`src/rtl/rv32i_mem_arbiter_if.sv`:
```
// Signal bundle between the fetch stage, the memory stage, the arbiter and a
// single-port memory. The arbiter connects through the master modport.
interface rv32i_mem_arbiter_if;
  // Handshakes: a requester holds its req and payload stable until its
  // one-cycle valid pulse. mem_req and mem_* are held until mem_gnt, and read
  // data is taken only in the cycle mem_rvalid is high.
  logic        if_req;
  logic [31:0] if_addr;
  logic [31:0] if_rdata;
  logic        if_valid;
  logic        if_stall;

  logic        d_req;
  logic        d_we;
  logic [31:0] d_addr;
  logic [31:0] d_wdata;
  logic [3:0]  d_be;
  logic [31:0] d_rdata;
  logic        d_valid;
  logic        d_stall;

  logic        mem_req;
  logic        mem_we;
  logic [31:0] mem_addr;
  logic [31:0] mem_wdata;
  logic [3:0]  mem_be;
  logic        mem_gnt;
  logic        mem_rvalid;
  logic [31:0] mem_rdata;

  modport master (
    input  if_req, if_addr,
    output if_rdata, if_valid, if_stall,
    input  d_req, d_we, d_addr, d_wdata, d_be,
    output d_rdata, d_valid, d_stall,
    output mem_req, mem_we, mem_addr, mem_wdata, mem_be,
    input  mem_gnt, mem_rvalid, mem_rdata
  );

  modport slave (
    output if_req, if_addr,
    input  if_rdata, if_valid, if_stall,
    output d_req, d_we, d_addr, d_wdata, d_be,
    input  d_rdata, d_valid, d_stall,
    input  mem_req, mem_we, mem_addr, mem_wdata, mem_be,
    output mem_gnt, mem_rvalid, mem_rdata
  );
endinterface

```
`src/rtl/rv32i_mem_arbiter.sv`:
```
// Shares one single-port memory between instruction fetch and data accesses.
// Data wins arbitration unless fetch has been passed over STARVE_MAX times.
module rv32i_mem_arbiter #(
  parameter int STARVE_MAX = 4
) (
  input  logic                 clk,
  input  logic                 rst_n,
  rv32i_mem_arbiter_if.master  bus,
  output logic [1:0]           dbg_state,
  output logic                 dbg_owner,
  output logic [3:0]           dbg_starve_cnt
);

  typedef enum logic [1:0] {
    IDLE = 2'd0,
    REQ  = 2'd1,
    RESP = 2'd2
  } state_t;

  localparam logic [3:0] STARVE_LIM = 4'(STARVE_MAX);

  state_t     state;
  logic       owner;        // 0 = fetch, 1 = data
  logic [3:0] starve_cnt;
  logic       d_win;
  logic [3:0] starve_inc;

  // Fetch is only forced through once data has been granted STARVE_MAX times
  // in a row while fetch was waiting.
  assign d_win      = bus.d_req && (!bus.if_req || (starve_cnt < STARVE_LIM));
  assign starve_inc = (starve_cnt == STARVE_LIM) ? STARVE_LIM : starve_cnt + 4'd1;

  assign bus.if_stall = bus.if_req & ~bus.if_valid;
  assign bus.d_stall  = bus.d_req  & ~bus.d_valid;

  assign dbg_state      = state;
  assign dbg_owner      = owner;
  assign dbg_starve_cnt = starve_cnt;

  always_ff @(posedge clk or negedge rst_n) begin
    if (!rst_n) begin
      state         <= IDLE;
      owner         <= 1'b0;
      starve_cnt    <= 4'd0;
      bus.mem_req   <= 1'b0;
      bus.mem_we    <= 1'b0;
      bus.mem_addr  <= 32'd0;
      bus.mem_wdata <= 32'd0;
      bus.mem_be    <= 4'd0;
      bus.if_valid  <= 1'b0;
      bus.d_valid   <= 1'b0;
      bus.if_rdata  <= 32'd0;
      bus.d_rdata   <= 32'd0;
    end else begin
      bus.if_valid <= 1'b0;
      bus.d_valid  <= 1'b0;
      case (state)
        IDLE: begin
          if (d_win) begin
            owner         <= 1'b1;
            bus.mem_req   <= 1'b1;
            bus.mem_we    <= bus.d_we;
            bus.mem_addr  <= bus.d_addr;
            bus.mem_wdata <= bus.d_wdata;
            bus.mem_be    <= bus.d_be;
            starve_cnt    <= bus.if_req ? starve_inc : 4'd0;
            state         <= REQ;
          end else if (bus.if_req) begin
            owner         <= 1'b0;
            bus.mem_req   <= 1'b1;
            bus.mem_we    <= 1'b0;
            bus.mem_addr  <= bus.if_addr;
            bus.mem_wdata <= 32'd0;
            bus.mem_be    <= 4'b1111;
            starve_cnt    <= 4'd0;
            state         <= REQ;
          end else begin
            starve_cnt <= 4'd0;
          end
        end

        REQ: begin
          // Responses without a grant are stale and are dropped.
          if (bus.mem_gnt) begin
            bus.mem_req <= 1'b0;
            if (bus.mem_we) begin
              bus.d_valid <= 1'b1;
              state       <= IDLE;
            end else if (bus.mem_rvalid) begin
              if (owner) begin
                bus.d_rdata <= bus.mem_rdata;
                bus.d_valid <= 1'b1;
              end else begin
                bus.if_rdata <= bus.mem_rdata;
                bus.if_valid <= 1'b1;
              end
              state <= IDLE;
            end else begin
              state <= RESP;
            end
          end
        end

        RESP: begin
          if (bus.mem_rvalid) begin
            if (owner) begin
              bus.d_rdata <= bus.mem_rdata;
              bus.d_valid <= 1'b1;
            end else begin
              bus.if_rdata <= bus.mem_rdata;
              bus.if_valid <= 1'b1;
            end
            state <= IDLE;
          end
        end

        default: begin
          bus.mem_req <= 1'b0;
          state       <= IDLE;
        end
      endcase
    end
  end

endmodule

```
`src/flat_wrapper.sv`:
```
// flat-port wrapper written by rule: the top's interface ports become plain ports
module rv32i_mem_arbiter_flat 
#(
  parameter int STARVE_MAX = 4
)
  (clk, rst_n, dbg_state, dbg_owner, dbg_starve_cnt, bus_if_req, bus_if_addr, bus_if_rdata, bus_if_valid, bus_if_stall, bus_d_req, bus_d_we, bus_d_addr, bus_d_wdata, bus_d_be, bus_d_rdata, bus_d_valid, bus_d_stall, bus_mem_req, bus_mem_we, bus_mem_addr, bus_mem_wdata, bus_mem_be, bus_mem_gnt, bus_mem_rvalid, bus_mem_rdata);
  rv32i_mem_arbiter_if bus_i ();
  input  logic clk;
  input  logic rst_n;
  output logic [1:0] dbg_state;
  output logic dbg_owner;
  output logic [3:0] dbg_starve_cnt;
  input wire logic [$bits(bus_i.if_req)-1:0] bus_if_req;
  input wire logic [$bits(bus_i.if_addr)-1:0] bus_if_addr;
  output wire logic [$bits(bus_i.if_rdata)-1:0] bus_if_rdata;
  output wire logic [$bits(bus_i.if_valid)-1:0] bus_if_valid;
  output wire logic [$bits(bus_i.if_stall)-1:0] bus_if_stall;
  input wire logic [$bits(bus_i.d_req)-1:0] bus_d_req;
  input wire logic [$bits(bus_i.d_we)-1:0] bus_d_we;
  input wire logic [$bits(bus_i.d_addr)-1:0] bus_d_addr;
  input wire logic [$bits(bus_i.d_wdata)-1:0] bus_d_wdata;
  input wire logic [$bits(bus_i.d_be)-1:0] bus_d_be;
  output wire logic [$bits(bus_i.d_rdata)-1:0] bus_d_rdata;
  output wire logic [$bits(bus_i.d_valid)-1:0] bus_d_valid;
  output wire logic [$bits(bus_i.d_stall)-1:0] bus_d_stall;
  output wire logic [$bits(bus_i.mem_req)-1:0] bus_mem_req;
  output wire logic [$bits(bus_i.mem_we)-1:0] bus_mem_we;
  output wire logic [$bits(bus_i.mem_addr)-1:0] bus_mem_addr;
  output wire logic [$bits(bus_i.mem_wdata)-1:0] bus_mem_wdata;
  output wire logic [$bits(bus_i.mem_be)-1:0] bus_mem_be;
  input wire logic [$bits(bus_i.mem_gnt)-1:0] bus_mem_gnt;
  input wire logic [$bits(bus_i.mem_rvalid)-1:0] bus_mem_rvalid;
  input wire logic [$bits(bus_i.mem_rdata)-1:0] bus_mem_rdata;
  assign bus_i.if_req = bus_if_req;
  assign bus_i.if_addr = bus_if_addr;
  assign bus_if_rdata = bus_i.if_rdata;
  assign bus_if_valid = bus_i.if_valid;
  assign bus_if_stall = bus_i.if_stall;
  assign bus_i.d_req = bus_d_req;
  assign bus_i.d_we = bus_d_we;
  assign bus_i.d_addr = bus_d_addr;
  assign bus_i.d_wdata = bus_d_wdata;
  assign bus_i.d_be = bus_d_be;
  assign bus_d_rdata = bus_i.d_rdata;
  assign bus_d_valid = bus_i.d_valid;
  assign bus_d_stall = bus_i.d_stall;
  assign bus_mem_req = bus_i.mem_req;
  assign bus_mem_we = bus_i.mem_we;
  assign bus_mem_addr = bus_i.mem_addr;
  assign bus_mem_wdata = bus_i.mem_wdata;
  assign bus_mem_be = bus_i.mem_be;
  assign bus_i.mem_gnt = bus_mem_gnt;
  assign bus_i.mem_rvalid = bus_mem_rvalid;
  assign bus_i.mem_rdata = bus_mem_rdata;
  rv32i_mem_arbiter #(.STARVE_MAX(STARVE_MAX)) u_core (.clk(clk), .rst_n(rst_n), .bus(bus_i), .dbg_state(dbg_state), .dbg_owner(dbg_owner), .dbg_starve_cnt(dbg_starve_cnt));
endmodule
```
`config.mk`:
```
export PLATFORM = sky130hd
export DESIGN_NAME = rv32i_mem_arbiter_flat
export DESIGN_NICKNAME = d
export VERILOG_FILES = /design/src/rtl/rv32i_mem_arbiter_if.sv /design/src/rtl/rv32i_mem_arbiter.sv /design/src/flat_wrapper.sv
export SDC_FILE = /design/constraint.sdc
export NUM_CORES = 1
export LEC_CHECK = 0
export ABC_AREA = 1
export CAP_MARGIN = 20
export CORE_UTILIZATION = 43
export CTS_BUF_LIST = sky130_fd_sc_hd__clkbuf_4 sky130_fd_sc_hd__clkbuf_8
export DETAILED_ROUTE_END_ITERATION = 8
export PLACE_DENSITY = 0.84
export SLEW_MARGIN = 5
export SYNTH_ARGS = -nofsm -noshare
export SYNTH_HDL_FRONTEND = slang
export SYNTH_SLANG_ARGS = --single-unit
```
`constraint.sdc`:
```
create_clock -name clk -period 1.8 [get_ports clk]
set_input_delay 0.36 -clock clk [delete_from_list [all_inputs] [get_ports clk]]
set_output_delay 0.36 -clock clk [all_outputs]
set_load 0.01 [all_outputs]
```
==> impl_metrics.json <==
{
  "critical_path_buf_inv_count": 1,
  "nets": 1194,
  "vias": 5877,
  "crit_type": "reg2out",
  "drt_wl_total_mm": 18.3,
  "synthArstFlopShare_pct": 100,
  "report.final.hold_viol_count": 0,
  "clock_path_buffers": 2,
  "drt_iter0_markers": 369,
  "cts_sinks": 143,
  "cts_tree": "done",
  "grt_pass1_vias": 5724,
  "powerDensity_nw_per_um2": 1600,
  "drv_cap": 0,
  "cp.arrival_ps": 1390,
  "fin_hold_ws_ps": 407,
  "worstPathCellList": "clkdlybuf4s50_1",
  "coreArea_sq_um": 14000,
  "track_usage_pct": 25.2,
  "rsz0062_at_grt": "no",
  "synthTopCellsByCount": "284 x nand2_1, 143 x dfrtp_1, 115 x inv_1",
  "wl_per_cell_microns": 14.7,
  "end_kind": "output pin",
  "critPathSlowestCell": "clkdlybuf4s50_1",
  "overflow": 0,
  "slew_violations": 0,
  "dr.pass1.iters": 5,
  "fin_cells": 1242,
  "synth.top_cell.area_share_pct": 57.7,
  "min_period_ps": 1750,
  "port_buffers": 283,
  "avgSynthCellArea_sq_um": 8.29,
  "path_max_fanout": 2,
  "die-area_sq_um": 14900,
  "pin_count": 284,
  "ys_seq_elements": 143,
  "cts_max_level": 4,
  "place_inst": 1206,
  "status": "finished clean",
  "yosysMostFrequentCell": "nand2_1",
  "clock-root-buffer": "clkbuf_8",
  "fin_worst_skew_ps": 11.7,
  "synth.distinct_cells": 22,
  "relSlewSlack_pct": 67.4,
  "start_kind": "flip-flop",
  "cpLargestDelayFamily": "buffers and inverters",
  "finalSetupViolCount": 0,
  "clock.fmax_mhz": 573,
  "viasPerCell": 4.73,
  "cts_inserted_buffers": 17,
  "yosysTopAreaCell": "dfrtp_1",
  "clkSlewWorstSetupHoldPaths_ps": 80,
  "drive_gt1_share_pct": 7.16,
  "drc_errors": 0,
  "ant_nets": 0,
  "die_w_microns": 122,
  "syn_nets": 893,
  "worstMarginPinSlew_ps": 488,
  "clock_latency_ps": 450,
  "die_y_microns": 122,
  "netlist_instances": 748,
  "fin_area_sq_um": 9890,
  "area_growth_pct": 59.5,
  "power_leakage_nw": 5.17,
  "fin_crit_sh_pct": 96.9,
  "seq_area_frac_synth_pct": 57.7,
  "grt_max_degree": 65,
  "diodes": 0,
  "hpwl_mm": 13.3,
  "hp-class": "in2async",
  "cpPeakStageDelay_ps": 580,
  "synth_edf_count": 0,
  "initial_core_util_pct": 44.3,
  "required_ps": 1440,
  "antenna_found_initial": 0,
  "synthTopCellsByArea": "dfrtp_1 58%, nand2_1 17%, inv_1 7.0%, o21ai_0 5.6%, nand3_1 5.5%",
  "synth_area_sq_um": 6200,
  "vdd_drop_max_uv": 1120,
  "place_area_sq_um": 9400,
  "gp_congestion": 0.846,
  "rows": 43,
  "synthFlopType": "dfrtp_1",
  "fillers": 1064,
  "grt_pass1_wl_mm": 28.5,
  "ys_warn_count": 0
}
==> registers in the layout, summed over array words and instances, names as in the netlist <==
signal / cells
u_core.bus.d_rdata: 32
u_core.bus.if_rdata: 32
u_core.bus.mem_addr: 32
u_core.bus.mem_wdata: 32
u_core.bus.mem_be: 4
u_core.dbg_starve_cnt: 4
u_core.dbg_state: 2
u_core.bus.d_valid: 1
u_core.bus.if_valid: 1
u_core.bus.mem_req: 1
u_core.bus.mem_we: 1
u_core.dbg_owner: 1
==> layer usage <==
metal	up-vias	track usage [%]	part of all wire, %
li1	2876	-	-
met1	2709	29.6	40
met2	262	42.3	49
met3	30	8.24	9.3
met4	0	10.6	2.2
met5	-	0	0
==> timing repair <==
action | in CTS | in global routing
resized for setup | 13 | 9
hold endpoints to repair | 42 | 0
endpoints found under the setup margin | 14 | 9
buffers inserted | 3 | 0
hold buffers | 1 | 0
==> logic make-up (layout without fill, tap and decap cells) <==
group / count (synthesis) / in the layout / synth area share, %
adders and majority gates: 6 / 6 / 1.21
xor gates and xnor gates: 1 / 1 / 0.141
AOI/OAI and AO/OA: 78 / 78 / 6.49
DFF: 143 / 143 / 57.7
and+or+nand+nor: 367 / 367 / 24.0
buffers and inverters: 153 / 467 / 10.4
==> power breakdown <==
part / switching (mW) / total (mW) / leakage, nW / internal [mW]
registers: 0.827 / 5.50 / 1.79 / 4.67
clock network: 1.28 / 2.89 / 0.231 / 1.61
logic: 3.61 / 7.45 / 3.14 / 3.84
total: 5.72 / 15.8 / 5.17 / 10.1
==> through the flow <==
stage / power (mW) / utilization (%) / setup TNS (ps) / worst slack (ps)
after floorplan: 8.73 / - / 0 / 250
after global placement: 12.9 / 67.2 / -10460 / -231
after detailed placement: 13.1 / 67.2 / -13370 / -290
after CTS: 16.0 / 70.6 / 0 / 1.12
after global routing: 16.9 / 70.7 / 0 / 0.00666
final: 15.8 / 70.7 / 0 / 54.9
==> worst paths after layout <==
check                      depth (start not counted)  slack, ps                    start                       end
hold reg to reg                                    2        480  u_core.bus.mem_addr[26]   u_core.bus.mem_addr[26]
setup / recovery                                   1         50   u_core.bus.mem_addr[5]           bus_mem_addr[5]
min in group clk                                   3        430          bus_d_wdata[12]  u_core.bus.mem_wdata[12]
hold / removal                                     2        410                    rst_n    u_core.bus.d_rdata[24]
max in group asynchronous                          3        790                    rst_n   u_core.bus.mem_wdata[2]
setup reg to reg                                   8        120      u_core.dbg_state[0]   u_core.bus.if_rdata[15]
==> area by class of cell <==
cell class / instances / area [sq um] / share of cell area [%]
sequential: 143 / 3580 / 36.2
timing repair buffer: 318 / 3220 / 32.5
multi-input combinational: 452 / 1980 / 20.0
inverter: 117 / 439 / 4.44
clock buffer: 20 / 269 / 2.72
tap: 180 / 225 / 2.28
clock inverter: 12 / 183 / 1.85
==> cell usage in the layout (no fill, tap or decap), types with 12 or more instances in the layout <==
master	Yosys	final
nand2_1	284	284
clkdlybuf4s50_1	0	261
dfrtp_1	143	142
inv_1	115	115
o21ai_0	69	69
nand3_1	68	68
buf_4	7	25
clkbuf_8	0	19
dlygate4sd2_1	0	12
Note: power is estimated with default switching activity, not from simulation.
